--- src/rtl/seg_scan_mux_pkg.sv ---
// Shared constants for the multiplexed 7-segment display path.
// The BCD-to-segment decoder uses DIGIT_W from here as well.
package seg_pkg;
  localparam int unsigned DIGIT_W    = 4;
  localparam int unsigned BRIGHT_W   = 3;
  localparam int unsigned PHASES     = 8;
  localparam int unsigned PHASE_W    = 3;
  localparam int unsigned IDX_W      = 3;
  localparam int unsigned MAX_DIGITS = 8;
  // Common-anode, active-low: every anode high means all digits dark.
  localparam logic [MAX_DIGITS-1:0] AN_ALL_OFF = '1;
endpackage

--- src/rtl/seg_scan_mux_if.sv ---
// Digit-vector source to scanner to decoder/anode driver connection.
interface seg_scan_mux_if
  import seg_pkg::*;
#(
  parameter int unsigned DIGITS = 8
);
  logic [DIGIT_W*DIGITS-1:0] digits;
  logic [DIGITS-1:0]         digit_en;
  logic [BRIGHT_W-1:0]       brightness;
  logic [DIGIT_W-1:0]        digit;
  logic [DIGITS-1:0]         an;
  logic [IDX_W-1:0]          digit_idx;
  logic                      frame_tick;

  modport master (
    output digits, digit_en, brightness,
    input  digit, an, digit_idx, frame_tick
  );

  modport slave (
    input  digits, digit_en, brightness,
    output digit, an, digit_idx, frame_tick
  );
endinterface

--- src/rtl/seg_scan_mux_refresh_timer.sv ---
// Slot/phase timebase: div_cnt runs per slot, slot runs per frame, phase is div_cnt/(REFRESH_DIV/8).
module seg_refresh_timer
  import seg_pkg::*;
#(
  parameter int unsigned DIGITS      = 8,
  parameter int unsigned REFRESH_DIV = 100000,
  localparam int unsigned SLOT_W     = (DIGITS > 1) ? $clog2(DIGITS) : 1
) (
  input  logic               clk,
  input  logic               reset,
  output logic [SLOT_W-1:0]  slot,
  output logic [PHASE_W-1:0] phase,
  output logic               slot_start,
  output logic               frame_start
);
  localparam int unsigned DIV_W = $clog2(REFRESH_DIV);
  localparam int unsigned SUB   = REFRESH_DIV / PHASES;
  localparam int unsigned SUB_W = (SUB > 1) ? $clog2(SUB) : 1;

  logic [DIV_W-1:0] div_cnt;
  logic [SUB_W-1:0] sub_cnt;

  // Phase is tracked with its own prescaler instead of dividing div_cnt.
  always_ff @(posedge clk) begin
    if (reset) begin
      div_cnt <= '0;
      sub_cnt <= '0;
      phase   <= '0;
      slot    <= '0;
    end else if (div_cnt == DIV_W'(REFRESH_DIV - 1)) begin
      div_cnt <= '0;
      sub_cnt <= '0;
      phase   <= '0;
      slot    <= (slot == SLOT_W'(DIGITS - 1)) ? '0 : slot + SLOT_W'(1);
    end else begin
      div_cnt <= div_cnt + DIV_W'(1);
      if (sub_cnt == SUB_W'(SUB - 1)) begin
        sub_cnt <= '0;
        phase   <= phase + PHASE_W'(1);
      end else begin
        sub_cnt <= sub_cnt + SUB_W'(1);
      end
    end
  end

  assign slot_start  = (div_cnt == '0);
  assign frame_start = slot_start && (slot == '0);
endmodule

--- src/rtl/seg_scan_mux.sv ---
// 7-segment digit scanner: frame snapshot, PWM brightness, phase-0 ghosting guard.
// Optional leading-zero blanking with SEG_SCAN_LZB_EN.
module seg_scan_mux
  import seg_pkg::*;
#(
  parameter int unsigned DIGITS      = 8,
  parameter int unsigned REFRESH_DIV = 100000
) (
  input logic          clk,
  input logic          reset,
  seg_scan_mux_if.slave bus
);
  localparam int unsigned SLOT_W = (DIGITS > 1) ? $clog2(DIGITS) : 1;

  logic [SLOT_W-1:0]         slot;
  logic [PHASE_W-1:0]        phase;
  logic                      slot_start;
  logic                      frame_start;
  logic [DIGIT_W*DIGITS-1:0] snap_digits, cur_digits;
  logic [DIGITS-1:0]         snap_en, cur_en, snap_blank, cur_blank, lz_blank, an_next;
  logic [BRIGHT_W-1:0]       bri_q;
  logic [DIGIT_W-1:0]        digit_next;

  seg_refresh_timer #(
    .DIGITS      (DIGITS),
    .REFRESH_DIV (REFRESH_DIV)
  ) u_timer (
    .clk         (clk),
    .reset       (reset),
    .slot        (slot),
    .phase       (phase),
    .slot_start  (slot_start),
    .frame_start (frame_start)
  );

`ifdef SEG_SCAN_LZB_EN
  logic seen;
  always_comb begin
    lz_blank = '0;
    seen     = 1'b0;
    for (int unsigned k = DIGITS - 1; k >= 1; k--) begin
      if (bus.digits[DIGIT_W*k +: DIGIT_W] != '0) seen = 1'b1;
      if (!seen) lz_blank[k] = 1'b1;
    end
  end
`else
  assign lz_blank = '0;
`endif

  // In the snapshot cycle the registers are not loaded yet, so read the live inputs.
  always_comb begin
    cur_digits = frame_start ? bus.digits   : snap_digits;
    cur_en     = frame_start ? bus.digit_en : snap_en;
    cur_blank  = frame_start ? lz_blank     : snap_blank;
    an_next    = AN_ALL_OFF[DIGITS-1:0];
    digit_next = '0;
    for (int unsigned k = 0; k < DIGITS; k++) begin
      if (slot == SLOT_W'(k)) begin
        digit_next = cur_digits[DIGIT_W*k +: DIGIT_W];
        if (cur_en[k] && !cur_blank[k] && (phase != '0) && (phase <= bri_q))
          an_next[k] = 1'b0;
      end
    end
  end

  always_ff @(posedge clk) begin
    if (reset) begin
      snap_digits    <= '0;
      snap_en        <= '0;
      snap_blank     <= '0;
      bri_q          <= '0;
      bus.an         <= AN_ALL_OFF[DIGITS-1:0];
      bus.digit      <= '0;
      bus.digit_idx  <= '0;
      bus.frame_tick <= 1'b0;
    end else begin
      if (frame_start) begin
        snap_digits <= bus.digits;
        snap_en     <= bus.digit_en;
        snap_blank  <= lz_blank;
      end
      if (slot_start) bri_q <= bus.brightness;
      bus.an         <= an_next;
      bus.digit      <= digit_next;
      bus.digit_idx  <= IDX_W'(slot);
      bus.frame_tick <= frame_start;
    end
  end
endmodule

--- src/flat_wrapper.sv ---
// flat-port wrapper written by rule: the top's interface ports become plain ports
module seg_scan_mux_flat import seg_pkg::*;
#(
  parameter int unsigned DIGITS      = 8,
  parameter int unsigned REFRESH_DIV = 100000
)
  (clk, reset, bus_digits, bus_digit_en, bus_brightness, bus_digit, bus_an, bus_digit_idx, bus_frame_tick);
  seg_scan_mux_if #(.DIGITS(DIGITS)) bus_i ();
  input logic clk;
  input logic reset;
  input wire logic [$bits(bus_i.digits)-1:0] bus_digits;
  input wire logic [$bits(bus_i.digit_en)-1:0] bus_digit_en;
  input wire logic [$bits(bus_i.brightness)-1:0] bus_brightness;
  output wire logic [$bits(bus_i.digit)-1:0] bus_digit;
  output wire logic [$bits(bus_i.an)-1:0] bus_an;
  output wire logic [$bits(bus_i.digit_idx)-1:0] bus_digit_idx;
  output wire logic [$bits(bus_i.frame_tick)-1:0] bus_frame_tick;
  assign bus_i.digits = bus_digits;
  assign bus_i.digit_en = bus_digit_en;
  assign bus_i.brightness = bus_brightness;
  assign bus_digit = bus_i.digit;
  assign bus_an = bus_i.an;
  assign bus_digit_idx = bus_i.digit_idx;
  assign bus_frame_tick = bus_i.frame_tick;
  seg_scan_mux #(.DIGITS(DIGITS), .REFRESH_DIV(REFRESH_DIV)) u_core (.clk(clk), .reset(reset), .bus(bus_i));
endmodule
--- config.mk ---
export PLATFORM = sky130hd
export DESIGN_NAME = seg_scan_mux_flat
export DESIGN_NICKNAME = d
export VERILOG_FILES = /design/src/rtl/seg_scan_mux_pkg.sv /design/src/rtl/seg_scan_mux_if.sv /design/src/rtl/seg_scan_mux_refresh_timer.sv /design/src/rtl/seg_scan_mux.sv /design/src/flat_wrapper.sv
export SDC_FILE = /design/constraint.sdc
export NUM_CORES = 1
export LEC_CHECK = 0
export CORE_MARGIN = 5
export CORE_UTILIZATION = 49
export DETAILED_ROUTE_END_ITERATION = 6
export PLACE_DENSITY_LB_ADDON = 0.2
export SLEW_MARGIN = 20
export SYNTH_ARGS = -nofsm -noshare
export SYNTH_HDL_FRONTEND = slang
export SYNTH_SLANG_ARGS = --single-unit
--- constraint.sdc ---
create_clock -name clk -period 1.9 [get_ports clk]
set_input_delay 0.475 -clock clk [delete_from_list [all_inputs] [get_ports clk]]
set_output_delay 0.475 -clock clk [all_outputs]
set_load 0.005 [all_outputs]
==> results.cfg, run 1 <==
[logic_synthesis]
ys_top_cells_by_area = dfxtp_1 (46%), nand2_1 (7.1%), a21oi_1 (5.4%), nor2_1 (4.1%), ha_1 (3.9%)
yosysSeqAreaShare = 0.462
synth_fp_nets = 587
synthesis.area_um2 = 4510
synth_cells = 528
synth.largest_area_cell = dfxtp_1
yosysWarnings = 0
synth_top_cell_area_share = 0.462
yosysUniqueCellTypes = 44
syn_area_per_cell_um2 = 8.54
ys_ff_latch = 104

[worst_setup_path]
path_delay_family = compound AO/OA/AOI/OAI gates
cp-end-kind = register
required_ps = 2140
crit_chain = inv_2, ha_4, nor4b_4, nand4_4, buf_2, o21ai_0, a31oi_1, o31ai_2, o2111ai_1
critPathKind = register to register
crit_fanout = 5
crit_path_start_kind = register
critPathMaxStageDelay_ps = 330
slowest_stage = dfxtp_2
rrSetupSlack_ps = -100
critical_path_buf_inv_count = 2
arrival_ps = 2240

[floorplan]
start_util = 0.495
core_um2 = 9110
die_x_um = 106
fp.dieH_um = 106
rows = 35
die_area_um2 = 11200
ios = 61

[power]
leakage_nw = 2.32
irDropWorstVdd_mv = 0.428
power.density_nw_per_um2 = 735

[routing]
wire_per_inst_um = 15.6
routed_wl_um = 11500
drtIter0Drc = 166
viasPerCell = 5.42
vias = 4006
ant_nets = 0
drc = 0
firstDrtPassIters = 5

[final_layout]
final_util = 0.665
final_common_cell = dfxtp_1
fin_nets = 682
area_delta_synth_final_pct = 34.4
diodes = 0
drive_above_1_share = 0.237
final_cell_mix = dfxtp_1 (102), nand2_1 (73), clkdlybuf4s50_1 (59)
fillers = 765

[cts]
cts_tree = done
cts_buffer_depth = 2
clk_pin_slew_ps = 100
clk_latency_ps = 380
numCtsBuffers = 9
clock_sinks = 104
root_buffer = clkbuf_8
htreeDepth = 3

[placed_design]
finalWeightedCongestion = 0.882
hpwlAfterDp_um = 7890
numPortBuffers = 60

[sta]
worst_hold_slack_ps = 457
maxSlewHeadroom = 0.683
setup_viol = 3
maxSlewViolCount = 0
tightest_slew_ps = 476
rsz0062_at_grt = yes
period_share = 1.05
max_freq_ghz = 0.501
period_minus_slack_ps = 2000
skew_ps = 18.6
finalHoldViolations = 0
final.setup.worst_slack_ps = -95.7

[grt]
track_usage = 0.200
grt_pass1_wl_um = 18400
grt_pass1_vias = 3798
gr-total-overflow = 0
grt_start_max_net_pins = 56
antenna_found_initial = 0

[flow_run]
cap_violations = 0

[worst_hold_path]
hp-class = register to register

[run_status]
status = complete, but fails checks
violations = setup timing
[flip-flops by register name, summed over array words and instances (netlist names)]
name,flops
u_core.u_timer.div_cnt,17
u_core.bus.digit,4
u_core.bri_q,3
u_core.snap_en,8
u_core.u_timer.sub_cnt,14
u_core.bus.digit_idx,3
u_core.bus.frame_tick,1
u_core.u_timer.slot,3
u_core.bus.an,8
u_core.snap_blank,8
u_core.u_timer.phase,3
u_core.snap_digits,32
[worst min-delay path: cells and delay by family, from the launching register on]
kind,cells,cell delay [ps]
AOI/OAI and AO/OA,1,50
and+or+nand+nor,1,50
DFF,1,320
[path summary, 6_finish.rpt]
path                                        startpoint                                 to  cells after the start
setup / recovery  u_core.u_timer.div_cnt[1]$_SDFF_PP0_     u_core.bus.digit[1]$_SDFF_PP0_                      9
hold / removal       u_core.snap_digits[19]$_SDFF_PP0_  u_core.snap_digits[19]$_SDFF_PP0_                      2
setup reg to reg  u_core.u_timer.div_cnt[1]$_SDFF_PP0_     u_core.bus.digit[1]$_SDFF_PP0_                      9
hold reg to reg      u_core.snap_digits[19]$_SDFF_PP0_  u_core.snap_digits[19]$_SDFF_PP0_                      2
[logic make-up (layout without fill, tap and decap cells)]
family / after synthesis / in the layout / synth area share
mux: 7 / 7 / 0.0155
buf+inv: 45 / 145 / 0.0522
compound gates: 93 / 93 / 0.120
simple gates: 236 / 236 / 0.255
flops: 104 / 104 / 0.462
fa+ha+maj: 14 / 14 / 0.0389
xor+xnor: 29 / 29 / 0.0563
[metrics by stage]
stage	worst slack, ps	instances	area, um^2	total power, W	TNS [ps]
floorplan	21.7	528	4510	0.00273	0
global placement	-93.6	717	5460	0.00297	-279
detailed placement	-148	717	5460	0.00298	-857
CTS	-21.5	735	5800	0.00434	-23.1
global route	-196	739	6060	0.00465	-2200
finish	-95.7	739	6060	0.00445	-108
[power breakdown]
part	leakage (nW)	total (W)	switching [W]	internal [W]
sequential	0.849	0.00235	0.0000593	0.00229
combinational	1.38	0.000799	0.000394	0.000405
clock	0.0861	0.00130	0.000782	0.000523
total	2.32	0.00445	0.00124	0.00322
[repair_timing]
item                       4_1_cts  5_1_grt
hold buffers                     0        0
resized for setup               31       58
setup buffers                    1        2
cloned                           1        2
setup endpoints to repair       26       55
pin swaps                        9       35
[metal layers]
| layer | global-route usage | share of wire | up-vias |
|---|---|---|---|
| met3 | 0.0419 | 0.044 | 20 |
| met1 | 0.270 | 0.48 | 1893 |
| met5 | 0 | 0 | - |
| met4 | 0.0731 | 0.020 | 0 |
| met2 | 0.316 | 0.46 | 104 |
| li1 | - | - | 1989 |
[cell usage after synthesis, drive strengths merged]
master,instances
a211o,1
a211oi,1
a21o,5
a21oi,49
a311o,4
a31oi,9
and2,9
and3,5
and4,3
buf,15
clkbuf,14
dfxtp,104
ha,14
inv,16
mux2i,7
nand2,85
nand2b,3
nand3,30
nand4,22
nor2,60
nor2b,7
nor3,7
nor4,2
nor4b,1
o2111ai,4
o21ai,16
o31ai,4
or2,2
xnor2,10
xor2,19
[layout make-up]
type	count	area, um^2	share of cell area
flip-flops and latches	104	2080	0.344
clock buffers	11	141	0.0233
well taps	111	139	0.0229
inverters	16	60.1	0.00991
multi-input cells	379	2470	0.408
clock inverters	5	41.3	0.00681
repair buffers	113	1120	0.185
Power figures use the tool's default switching activity.
==> run 2, diff against run 1 <==
ABC_AREA = 0   (was not set)
==> results of run 2 <==
Same layout as run 1: the final DEF is identical, and so are final timing and power.
==> run 3, diff against run 2 <==
REMOVE_ABC_BUFFERS = 1   (was not set)
==> run 3 against run 2 <==
Effect of this change: the run still ends with setup timing left; global-route usage fell by 0.96 points; worst hold slack gained 8.1 ps; first-iteration DRC count shrank 15%; critical path type unchanged; critical endpoint is now u_core.bus.digit[2]$_SDFF_PP0_; largest power group unchanged.
==> results.cfg, run 3 (synthesis results as in run 1) <==
[run_status]
status = complete, but fails checks
violations = setup timing

[final_layout]
area_delta_synth_final_pct = 34.2
fillers = 771
stdcell_area_um2 = 6050
drive_above_1_share = 0.245
fin_nets = 688
final_common_cell = dfxtp_1
largest_register_ffs = 32
top_register = u_core.snap_digits
final_cell_mix = dfxtp_1 (101), nand2_1 (71), clkdlybuf4s50_1 (59)
largestRegisters = u_core.snap_digits x32, u_core.u_timer.div_cnt x17, u_core.u_timer.sub_cnt x14
diodes = 0

[worst_setup_path]
crit_top_cell = buf_6
crit_chain = inv_2, ha_4, nor4b_4, nand4_2, buf_6, buf_6, o21ai_2, a21oi_1, o31ai_1, o2111ai_1
rrSetupSlack_ps = -90
critPathMaxStageDelay_ps = 340
crit_fanout = 6
cp-end-kind = register
arrival_ps = 2220
critPathKind = register to register
required_ps = 2130
slowest_stage = dfxtp_2
crit_path_start_kind = register

[placed_design]
finalWeightedCongestion = 0.858
hpwlAfterDp_um = 7820
numPortBuffers = 60
place_ws_ps = -98.6
place_area_um2 = 5520

[sta]
rsz0062_at_grt = yes
tightest_slew_ps = 448
max_freq_ghz = 0.501
skew_ps = 8.17
maxSlewViolCount = 0
setup_viol = 7
period_minus_slack_ps = 1990
maxSlewHeadroom = 0.701
final.setup.worst_slack_ps = -94.5
period_share = 1.05
finalHoldViolations = 0

[cts]
root_buffer = clkbuf_8
clock_sinks = 104
clk_pin_slew_ps = 90
cts_tree = done
clk_latency_ps = 350
cts_buffer_depth = 2
numCtsBuffers = 9
htreeDepth = 3

[floorplan]
die_area_um2 = 11200
core_um2 = 9110
rows = 35
start_util = 0.495
die_x_um = 106
fp.dieH_um = 106
ios = 61

[routing]
wl_met1_um = 4950
viasPerCell = 5.28
routed_wl_um = 10900
highest_layer = met4
vias = 3926
ant_nets = 0
drc = 0
wl_met2_um = 5370
drtIter0Drc = 141
wire_per_inst_um = 14.7
dr_wl_met3_um = 426
firstDrtPassIters = 5

[worst_hold_path]
hp-class = register to register

[flow_run]
cap_violations = 0

[power]
leakage_nw = 2.35
irDropWorstVdd_mv = 0.521
power.density_nw_per_um2 = 737

[grt]
grt_pass1_wl_um = 17500
gr-total-overflow = 0
antenna_found_initial = 0
grt_pass1_vias = 3733
grt_start_max_net_pins = 31
track_usage = 0.190
==> run 3: cell types whose count changed in the layout (fill, tap and decap cells not counted), sizes merged <==
cell,previous run,this run
buf,52,59
bufinv,0,1
clkbuf,13,10
==> run 3: timing repair <==
item	4_1_cts	5_1_grt
gates resized for setup	14	69
cloned	0	2
pin swaps	7	40
buffers inserted	0	2
endpoints found under the setup margin	4	69
hold buffers	0	0
==> run 3: routing by layer <==
layer / up-vias / global-route usage
li1: 1993 / -
met2: 78 / 0.330
met1: 1838 / 0.237
met5: - / 0
met4: 0 / 0.0555
met3: 17 / 0.0419
==> run 3: per-stage QoR <==
| stage | total power (W) | instances | setup TNS [ps] | utilization | hold WS [ps] |
|---|---|---|---|---|---|
| finish | 0.00446 | 744 | -303 | 0.664 | 465 |
| global route | 0.00468 | 744 | -1960 | 0.664 | 489 |
| CTS | 0.00437 | 740 | -108 | 0.632 | 462 |
| detailed placement | 0.00302 | 725 | -301 | 0.606 | 445 |
| global placement | 0.00300 | 725 | -32.7 | 0.606 | 442 |
| floorplan | 0.00267 | 499 | -40830 | - | 426 |
==> run 3: critical path: cells and delay by family (launching register included) <==
kind / cells / cell delay (ps)
AOI/OAI and AO/OA: 4 / 620
and+or+nand+nor: 2 / 410
buffers and inverters: 3 / 360
DFF: 1 / 340
adders and majority gates: 1 / 120
==> run 3: worst paths after layout <==
path / startpoint / endpoint / cells past startpoint
min reg2reg: u_core.snap_blank[1]$_SDFF_PP0_ / u_core.snap_blank[1]$_SDFF_PP0_ / 1
min: u_core.snap_blank[1]$_SDFF_PP0_ / u_core.snap_blank[1]$_SDFF_PP0_ / 1
max reg2reg: u_core.u_timer.div_cnt[0]$_SDFF_PP0_ / u_core.bus.digit[2]$_SDFF_PP0_ / 10
max: u_core.u_timer.div_cnt[0]$_SDFF_PP0_ / u_core.bus.digit[2]$_SDFF_PP0_ / 10
==> run 3: power by group <==
group | total (W) | switching [W] | internal [W] | leakage, nW
Clock | 0.00134 | 0.000728 | 0.000611 | 0.0932
Sequential | 0.00234 | 0.0000550 | 0.00229 | 0.849
Combinational | 0.000775 | 0.000383 | 0.000393 | 1.41
==> run 3: layout make-up <==
| type | instances | area [um^2] | share of cell area |
|---|---|---|---|
| Clock inverter | 6 | 70.1 | 0.0116 |
| Timing Repair Buffer | 119 | 1130 | 0.186 |
| Multi-Input combinational cell | 379 | 2440 | 0.404 |
| Sequential cell | 104 | 2090 | 0.345 |
| Clock buffer | 9 | 124 | 0.0205 |
| Inverter | 16 | 60.1 | 0.00993 |
| Tap cell | 111 | 139 | 0.0230 |
